==> src/rtl/ks_multiword_add_seq_if.sv <==
// Bundle of the operand, result and adder-side signals of the multi-word add sequencer.
// The slave modport is the sequencer's view; the master modport is its surroundings.
interface ks_multiword_add_seq_if #(
    parameter int BW    = 32,
    parameter int WORDS = 4
);
    logic                  in_valid;
    logic                  in_ready;
    logic [WORDS*BW-1:0]   in_a;
    logic [WORDS*BW-1:0]   in_b;
    logic                  in_cin;
    logic [BW-1:0]         add_a;
    logic [BW-1:0]         add_b;
    logic                  add_cin;
    logic [BW-1:0]         add_sum;
    logic                  add_cout;
    logic                  out_valid;
    logic                  out_ready;
    logic [WORDS*BW-1:0]   out_sum;
    logic                  out_cout;
    logic                  busy;

    modport slave (
        input  in_valid, in_a, in_b, in_cin, add_sum, add_cout, out_ready,
        output in_ready, add_a, add_b, add_cin, out_valid, out_sum, out_cout, busy
    );

    modport master (
        output in_valid, in_a, in_b, in_cin, add_sum, add_cout, out_ready,
        input  in_ready, add_a, add_b, add_cin, out_valid, out_sum, out_cout, busy
    );
endinterface

==> src/rtl/ks_multiword_add_seq.sv <==
// Feeds a WORDS*BW-bit add through a BW-bit adder one word per step, LS word first,
// chaining the adder carry between words and returning the full sum plus final carry.
module ks_multiword_add_seq #(
    parameter int BW      = 32,
    parameter int WORDS   = 4,
    parameter int ADD_LAT = 1
) (
    input logic                   clk,
    input logic                   reset,
    ks_multiword_add_seq_if.slave bus
);
    localparam int IW = (WORDS > 1) ? $clog2(WORDS) : 1;
    localparam int CW = $clog2(ADD_LAT + 2);

    typedef enum logic [1:0] {IDLE, RUN, DONE} state_t;

    state_t                state_reg, state_next;
    logic [WORDS*BW-1:0]   a_reg, a_next;
    logic [WORDS*BW-1:0]   b_reg, b_next;
    logic [WORDS*BW-1:0]   sum_reg, sum_next;
    logic                  cout_reg, cout_next;
    logic                  valid_reg, valid_next;
    logic [BW-1:0]         add_a_reg, add_a_next;
    logic [BW-1:0]         add_b_reg, add_b_next;
    logic                  add_cin_reg, add_cin_next;
    logic [IW-1:0]         idx_reg, idx_next;
    logic [CW-1:0]         cnt_reg, cnt_next;

    logic [BW-1:0]         a_words [WORDS];
    logic [BW-1:0]         b_words [WORDS];
    logic [IW-1:0]         idx_inc;
    logic                  cnt_done;
    logic                  last_word;
    logic                  capture;

    assign idx_inc   = idx_reg + IW'(1);
    assign cnt_done  = (cnt_reg == CW'(ADD_LAT));
    assign last_word = (idx_reg == IW'(WORDS - 1));
    assign capture   = (state_reg == RUN) && cnt_done;

    // Each result word only updates on the step that owns it; all others hold.
    generate
        for (genvar gi = 0; gi < WORDS; gi++) begin : g_word
            assign a_words[gi] = a_reg[gi*BW +: BW];
            assign b_words[gi] = b_reg[gi*BW +: BW];
            assign sum_next[gi*BW +: BW] = (capture && idx_reg == IW'(gi)) ?
                                           bus.add_sum : sum_reg[gi*BW +: BW];
        end
    endgenerate

    always_ff @(posedge clk or posedge reset) begin
        if (reset) begin
            state_reg   <= IDLE;
            a_reg       <= '0;
            b_reg       <= '0;
            sum_reg     <= '0;
            cout_reg    <= 1'b0;
            valid_reg   <= 1'b0;
            add_a_reg   <= '0;
            add_b_reg   <= '0;
            add_cin_reg <= 1'b0;
            idx_reg     <= '0;
            cnt_reg     <= '0;
        end else begin
            state_reg   <= state_next;
            a_reg       <= a_next;
            b_reg       <= b_next;
            sum_reg     <= sum_next;
            cout_reg    <= cout_next;
            valid_reg   <= valid_next;
            add_a_reg   <= add_a_next;
            add_b_reg   <= add_b_next;
            add_cin_reg <= add_cin_next;
            idx_reg     <= idx_next;
            cnt_reg     <= cnt_next;
        end
    end

    always_comb begin
        state_next   = state_reg;
        a_next       = a_reg;
        b_next       = b_reg;
        cout_next    = cout_reg;
        valid_next   = valid_reg;
        add_a_next   = add_a_reg;
        add_b_next   = add_b_reg;
        add_cin_next = add_cin_reg;
        idx_next     = idx_reg;
        cnt_next     = cnt_reg;
        case (state_reg)
            IDLE: begin
                if (bus.in_valid) begin
                    a_next       = bus.in_a;
                    b_next       = bus.in_b;
                    add_a_next   = bus.in_a[BW-1:0];
                    add_b_next   = bus.in_b[BW-1:0];
                    add_cin_next = bus.in_cin;
                    idx_next     = '0;
                    cnt_next     = '0;
                    state_next   = RUN;
                end
            end
            RUN: begin
                if (cnt_done) begin
                    if (!last_word) begin
                        add_a_next   = a_words[idx_inc];
                        add_b_next   = b_words[idx_inc];
                        add_cin_next = bus.add_cout;
                        idx_next     = idx_inc;
                        cnt_next     = '0;
                    end else begin
                        cout_next  = bus.add_cout;
                        valid_next = 1'b1;
                        state_next = DONE;
                    end
                end else begin
                    cnt_next = cnt_reg + CW'(1);
                end
            end
            DONE: begin
                if (bus.out_ready) begin
                    valid_next = 1'b0;
                    state_next = IDLE;
                end
            end
            default: state_next = IDLE;
        endcase
    end

    assign bus.in_ready  = (state_reg == IDLE);
    assign bus.busy      = (state_reg != IDLE);
    assign bus.add_a     = add_a_reg;
    assign bus.add_b     = add_b_reg;
    assign bus.add_cin   = add_cin_reg;
    assign bus.out_valid = valid_reg;
    assign bus.out_sum   = sum_reg;
    assign bus.out_cout  = cout_reg;
endmodule
==> src/flat_wrapper.sv <==
// flat-port wrapper written by rule: the top's interface ports become plain ports
module ks_multiword_add_seq_flat 
#(
    parameter int BW      = 32,
    parameter int WORDS   = 4,
    parameter int ADD_LAT = 1
)
  (clk, reset, bus_in_valid, bus_in_a, bus_in_b, bus_in_cin, bus_add_sum, bus_add_cout, bus_out_ready, bus_in_ready, bus_add_a, bus_add_b, bus_add_cin, bus_out_valid, bus_out_sum, bus_out_cout, bus_busy);
  ks_multiword_add_seq_if #(.BW(BW), .WORDS(WORDS)) bus_i ();
  input logic clk;
  input logic reset;
  input wire logic [$bits(bus_i.in_valid)-1:0] bus_in_valid;
  input wire logic [$bits(bus_i.in_a)-1:0] bus_in_a;
  input wire logic [$bits(bus_i.in_b)-1:0] bus_in_b;
  input wire logic [$bits(bus_i.in_cin)-1:0] bus_in_cin;
  input wire logic [$bits(bus_i.add_sum)-1:0] bus_add_sum;
  input wire logic [$bits(bus_i.add_cout)-1:0] bus_add_cout;
  input wire logic [$bits(bus_i.out_ready)-1:0] bus_out_ready;
  output wire logic [$bits(bus_i.in_ready)-1:0] bus_in_ready;
  output wire logic [$bits(bus_i.add_a)-1:0] bus_add_a;
  output wire logic [$bits(bus_i.add_b)-1:0] bus_add_b;
  output wire logic [$bits(bus_i.add_cin)-1:0] bus_add_cin;
  output wire logic [$bits(bus_i.out_valid)-1:0] bus_out_valid;
  output wire logic [$bits(bus_i.out_sum)-1:0] bus_out_sum;
  output wire logic [$bits(bus_i.out_cout)-1:0] bus_out_cout;
  output wire logic [$bits(bus_i.busy)-1:0] bus_busy;
  assign bus_i.in_valid = bus_in_valid;
  assign bus_i.in_a = bus_in_a;
  assign bus_i.in_b = bus_in_b;
  assign bus_i.in_cin = bus_in_cin;
  assign bus_i.add_sum = bus_add_sum;
  assign bus_i.add_cout = bus_add_cout;
  assign bus_i.out_ready = bus_out_ready;
  assign bus_in_ready = bus_i.in_ready;
  assign bus_add_a = bus_i.add_a;
  assign bus_add_b = bus_i.add_b;
  assign bus_add_cin = bus_i.add_cin;
  assign bus_out_valid = bus_i.out_valid;
  assign bus_out_sum = bus_i.out_sum;
  assign bus_out_cout = bus_i.out_cout;
  assign bus_busy = bus_i.busy;
  ks_multiword_add_seq #(.BW(BW), .WORDS(WORDS), .ADD_LAT(ADD_LAT)) u_core (.clk(clk), .reset(reset), .bus(bus_i));
endmodule
==> config.mk <==
export PLATFORM = sky130hd
export DESIGN_NAME = ks_multiword_add_seq_flat
export DESIGN_NICKNAME = d
export VERILOG_FILES = /design/src/rtl/ks_multiword_add_seq_if.sv /design/src/rtl/ks_multiword_add_seq.sv /design/src/flat_wrapper.sv
export SDC_FILE = /design/constraint.sdc
export NUM_CORES = 1
export LEC_CHECK = 0
export BUFFER_PORTS_ARGS = -buffer_cell sky130_fd_sc_hd__buf_2
export CORE_MARGIN = 5
export CORE_UTILIZATION = 53
export DETAILED_ROUTE_END_ITERATION = 7
export GPL_TIMING_DRIVEN = 0
export MAX_ROUTING_LAYER = met4
export PLACE_DENSITY = 0.8
export SYNTH_ARGS = -nofsm -noshare
export SYNTH_HDL_FRONTEND = slang
export SYNTH_SLANG_ARGS = --single-unit
==> constraint.sdc <==
create_clock -name clk -period 15.5 [get_ports clk]
set_clock_uncertainty 0.15 [all_clocks]
set_input_delay 0.775 -clock clk [delete_from_list [all_inputs] [get_ports clk]]
set_output_delay 0.775 -clock clk [all_outputs]
set_load 0.1 [all_outputs]
# After elaboration in Yosys (flattened, before gate mapping)
# Index checks and enable logic that the tools add are counted.
# word_totals
register_bits	457
input_bits	294
elab_cells	80
# op_classes
n_addsub	2
n_lt_le_gt_ge	1
n_eq_ne	12
muxes	34
bitwise	1
n_reduce_logical	16
# ops
cell	n
$mux 32	10
$bmux 32 s2	2
$pmux 32 s2	2
$mux 2	9
$reduce_and 4->1	3
$pmux 2 s2	2
$eq 2x1->1 const B	3
$eq 2x2->1 const B	3
$mux 1	6
$ne 2x2->1 const B	3
$pmux 2 s3	1
$reduce_and 3->1	2
$reduce_bool 2->1	3
$logic_and 1x1->1	5
$add 2x1->2 const B	2
$logic_not 2->1	2
$ne 2x1->1 const B	2
$pmux 1 s2	2
$ge 3x3->1 const B	1
$ne 3x3->1 const B	1
$not 2->3	1
$reduce_and 2->1	1

# Depth between registers and ports, before layout
# depth
ltp_word	8
mapped_depth	7
depth_no_buf	5

# Least setup slack after synthesis
# No wires, ideal clock.
# synth_timing
path_kind	flip-flop to output port
from	reg u_core.state_reg[0]
to	out bus_busy
arrival_ns	2.746
required_time_ns	14.575
setup_slack_ns	11.829
stages_incl_launch_ff	4
path_buffers	1
cell_sequence	dfrtp_1 -> buf_2 -> nor2_1 -> inv_1
# synth_via
elab_chain_len	1
# synth_rtl
item	line_no	rtl
start: declaration	ks_multiword_add_seq.sv:17	state_t state_reg, state_next;
start signal: assignment	ks_multiword_add_seq.sv:65	state_reg <= state_next;
$reduce_bool 2->1	ks_multiword_add_seq.sv:131	assign bus.busy = (state_reg != IDLE);
end: declaration	flat_wrapper.sv:26	output wire logic [$bits(bus_i.busy)-1:0] bus_busy;
# No other way between the ends.

# Worst setup path in the final report
# layout_timing
from	reg u_core.idx_reg[0]
to	reg u_core.add_a_reg[10], in the netlist u_core.bus.add_a[10]
# layout_via
elab_chain_len	8
word_cells_on_any_way	11
cone_classes	add/sub (1); eq/ne (2); mux (6); bitwise (1); reduce/logical (1)
# layout_rtl
item	line_no	rtl
start: declaration	ks_multiword_add_seq.sv:26	logic [IW-1:0] idx_reg, idx_next;
start signal: assignment	ks_multiword_add_seq.sv:74	idx_reg <= idx_next;
$add 2x1->2	ks_multiword_add_seq.sv:36	assign idx_inc = idx_reg + IW'(1);
$not 2->3 (implied by the code)	ks_multiword_add_seq.sv:106	add_a_next = a_words[idx_inc];
$bmux 32 s2	ks_multiword_add_seq.sv:106	
$mux 32 (implied by the code) (2 in a row)	ks_multiword_add_seq.sv:106	
$mux 32	ks_multiword_add_seq.sv:105	if (!last_word) begin
$mux 32	ks_multiword_add_seq.sv:104	if (cnt_done) begin
$pmux 32 s2	ks_multiword_add_seq.sv:90	case (state_reg)
end signal: assignment	ks_multiword_add_seq.sv:71	add_a_reg <= add_a_next;
end: declaration	ks_multiword_add_seq.sv:23	logic [BW-1:0] add_a_reg, add_a_next;
# Several ways; a longest one is shown, not always the timed one. The select of a mux whose other input is x is not followed.
# A chain may end at the register's enable or synchronous reset.

==> flow_summary.ini <==
[sta]
slew_headroom_pct = 40.92
fin_crit_sh_pct = 19.11
period_needed_ns = 2.961
rsz0062_at_grt = no
hold_viol = 0
drv_slew = 0
max_freq_mhz = 337.7
tightest_slew_ns = 0.8863
setup_viol = 0

[synth]
netlist_top_cells_count = dfrtp_1 (457), mux2_1 (369), mux2_2 (147)
synth.largest_area_cell = dfrtp_1
seq_area_frac_synth_pct = 58.41
synth_cell_type_count = 28
syn_inst = 1285
ys_ff_latch = 457
async_flop_share_pct = 100.0
syn_nets = 1583
synth_area_leaders = dfrtp_1 (58%), mux2_1 (21%), mux2_2 (8.5%)
synth_area_um2 = 19580
syn-mean-instance-area_um2 = 15.24
yosysMostFrequentCell = dfrtp_1
yosys_warnings = 0
synth_top_area_share_pct = 58.41
synth_ff_type = dfrtp_1
synth_edf_count = 0

[clocking]
clock_latency_ns = 0.56
cts_hold_buf = 0
cts_tree = yes
cts_resized = 0
cts_sinks = 457
cts_setup_buffers = 0
path_clk_slew_ns = 0.06
cts_max_level = 2
clock-root-buffer = clkbuf_16
cts_buffers = 48
ctsLongestPathBuffers = 3

[route]
drt-initial-drc-count = 859
vias = 13174
via_per_inst = 5.566
first_pass_iters = 8
antenna_left = 0
wl_per_cell_um = 23.69
drcViolationCount = 8
wl_mm = 56.07

[global_route]
grt-ovfl-total = 0
grt_pass1_vias = 14378
antenna_found_initial = 36
grt_max_degree = 137
grt_usage_pct = 27.89
grt_pass1_wl_mm = 86.20

[worst_setup_path]
arrival_ns = 3.24
worst_setup_path_end_kind = flip-flop
critPathMaxFanout = 10
worstSetupStartpointType = flip-flop
required_ns = 15.77
critPathKind = reg2reg

[floorplanning]
num_rows = 70
die_w_um = 202.2
core_area_um2 = 36520
die_h_um = 202.2
dieArea_um2 = 40890
pin_count = 491
initial_core_util_pct = 53.61

[finish]
drive_gt1_share_pct = 42.24
syn_to_final_growth_pct = 24.96
final_nets = 2126
post-route-util_pct = 66.99

[hold_path]
worstHoldPathType = in2async

[flow_run]
drv_cap = 0

[status]
status = complete, but fails checks
violations = design-rule violations

[placement]
io_buffers = 490
routabilityCongestion = 0.8518
dp.final_hpwl_mm = 40.70
-- worst paths after layout --
path / from / endpoint / slack (ns) / cells past startpoint
worst max-delay path: u_core.idx_reg[0] / u_core.bus.add_a[10] / 12.54 / 7
worst min-delay path: reset / u_core.a_reg[42] / 0.22 / 2
worst max register to register: u_core.idx_reg[0] / u_core.bus.add_a[10] / 12.54 / 7
worst min register to register: u_core.b_reg[118] / u_core.b_reg[118] / 0.33 / 1
max in group asynchronous: reset / u_core.b_reg[81] / 13.31 / 4
min in group clk: bus_out_ready / u_core.state_reg[1] / 0.27 / 2
-- cell type report --
type                            instances  area [µm²]
Fill cell                            2626       12060
Clock buffer                           74        1460
Buffer                                 84       568.0
Sequential cell                       457       11440
Multi-Input combinational cell        674        7313
Antenna cell                           36       90.09
Inverter                               70       270.3
Timing Repair Buffer                  493        2535
Tap cell                              468       585.6
Clock inverter                         11       209.0
-- layout by cell type, fill, tap and decap left out, types with 2 or more instances in the layout --
cell / netlist / routed
nand2b_1: 2 / 2
clkbuf_16: 0 / 49
a222oi_1: 64 / 64
buf_6: 25 / 25
ha_1: 4 / 4
mux2_1: 369 / 369
inv_1: 69 / 68
nor2_1: 2 / 2
mux2_2: 147 / 147
diode_2: 0 / 36
buf_16: 0 / 3
nand2_2: 3 / 3
clkinv_2: 0 / 4
buf_1: 6 / 6
dfrtp_1: 457 / 457
nand2_1: 3 / 3
buf_4: 5 / 5
clkbuf_8: 0 / 14
mux2i_1: 65 / 65
clkbuf_1: 13 / 24
o21ai_0: 2 / 2
buf_2: 34 / 524
bufinv_16: 0 / 6
nor2b_1: 2 / 2
and2_1: 2 / 2
a21oi_1: 3 / 3
-- cell families (layout without fill, tap and decap cells) --
| logic type | after synthesis | after routing | share of synthesized area, % |
|---|---|---|---|
| adder cells (fa/ha/maj) | 4 | 4 | 0.2556 |
| AO/OA/AOI/OAI | 70 | 70 | 3.451 |
| multiplexers | 581 | 581 | 33.00 |
| buffers and inverters | 154 | 732 | 4.243 |
| flip-flops | 457 | 457 | 58.41 |
| AND/OR/NAND/NOR | 19 | 19 | 0.6454 |
| other | 0 | 36 | 0 |
-- layer usage --
metal	wire, µm	share of wire [%]	track usage (%)
met2	27910	50	45.06
met1	22080	39	34.26
met3	4300	7.7	7.155
met5	0	0	-
met4	1774	3.2	10.23
-- stage by stage --
| stage | TNS, ns | hold WS (ns) | instance area, µm² | std cells | setup WS, ns |
|---|---|---|---|---|---|
| 2_1_floorplan | 0 | 0.3022 | 19580 | 1285 | 1.835 |
| 3_3_place_gp | -1179.40 | 0.3117 | 22620 | 2243 | -2.645 |
| 3_5_place_dp | 0 | 0.3184 | 22710 | 2246 | 12.55 |
| 4_1_cts | 0 | 0.2340 | 24380 | 2331 | 12.53 |
| 5_1_grt | 0 | 0.2550 | 24470 | 2367 | 12.40 |
| 6_report | 0 | 0.2205 | 24470 | 2367 | 12.54 |
-- worst max-delay path, stage by stage (launching register included) --
cell and delay, ns:
dfrtp_1 0.45, inv_1 0.10, ha_1 0.35, buf_2 0.31, buf_1 0.63, mux2_2 0.42
a222oi_1 0.29, mux2i_1 0.12
Power is left out: the tool's default activity adds up to more than one toggle a clock period on the data nets, which glitch-free logic cannot reach.
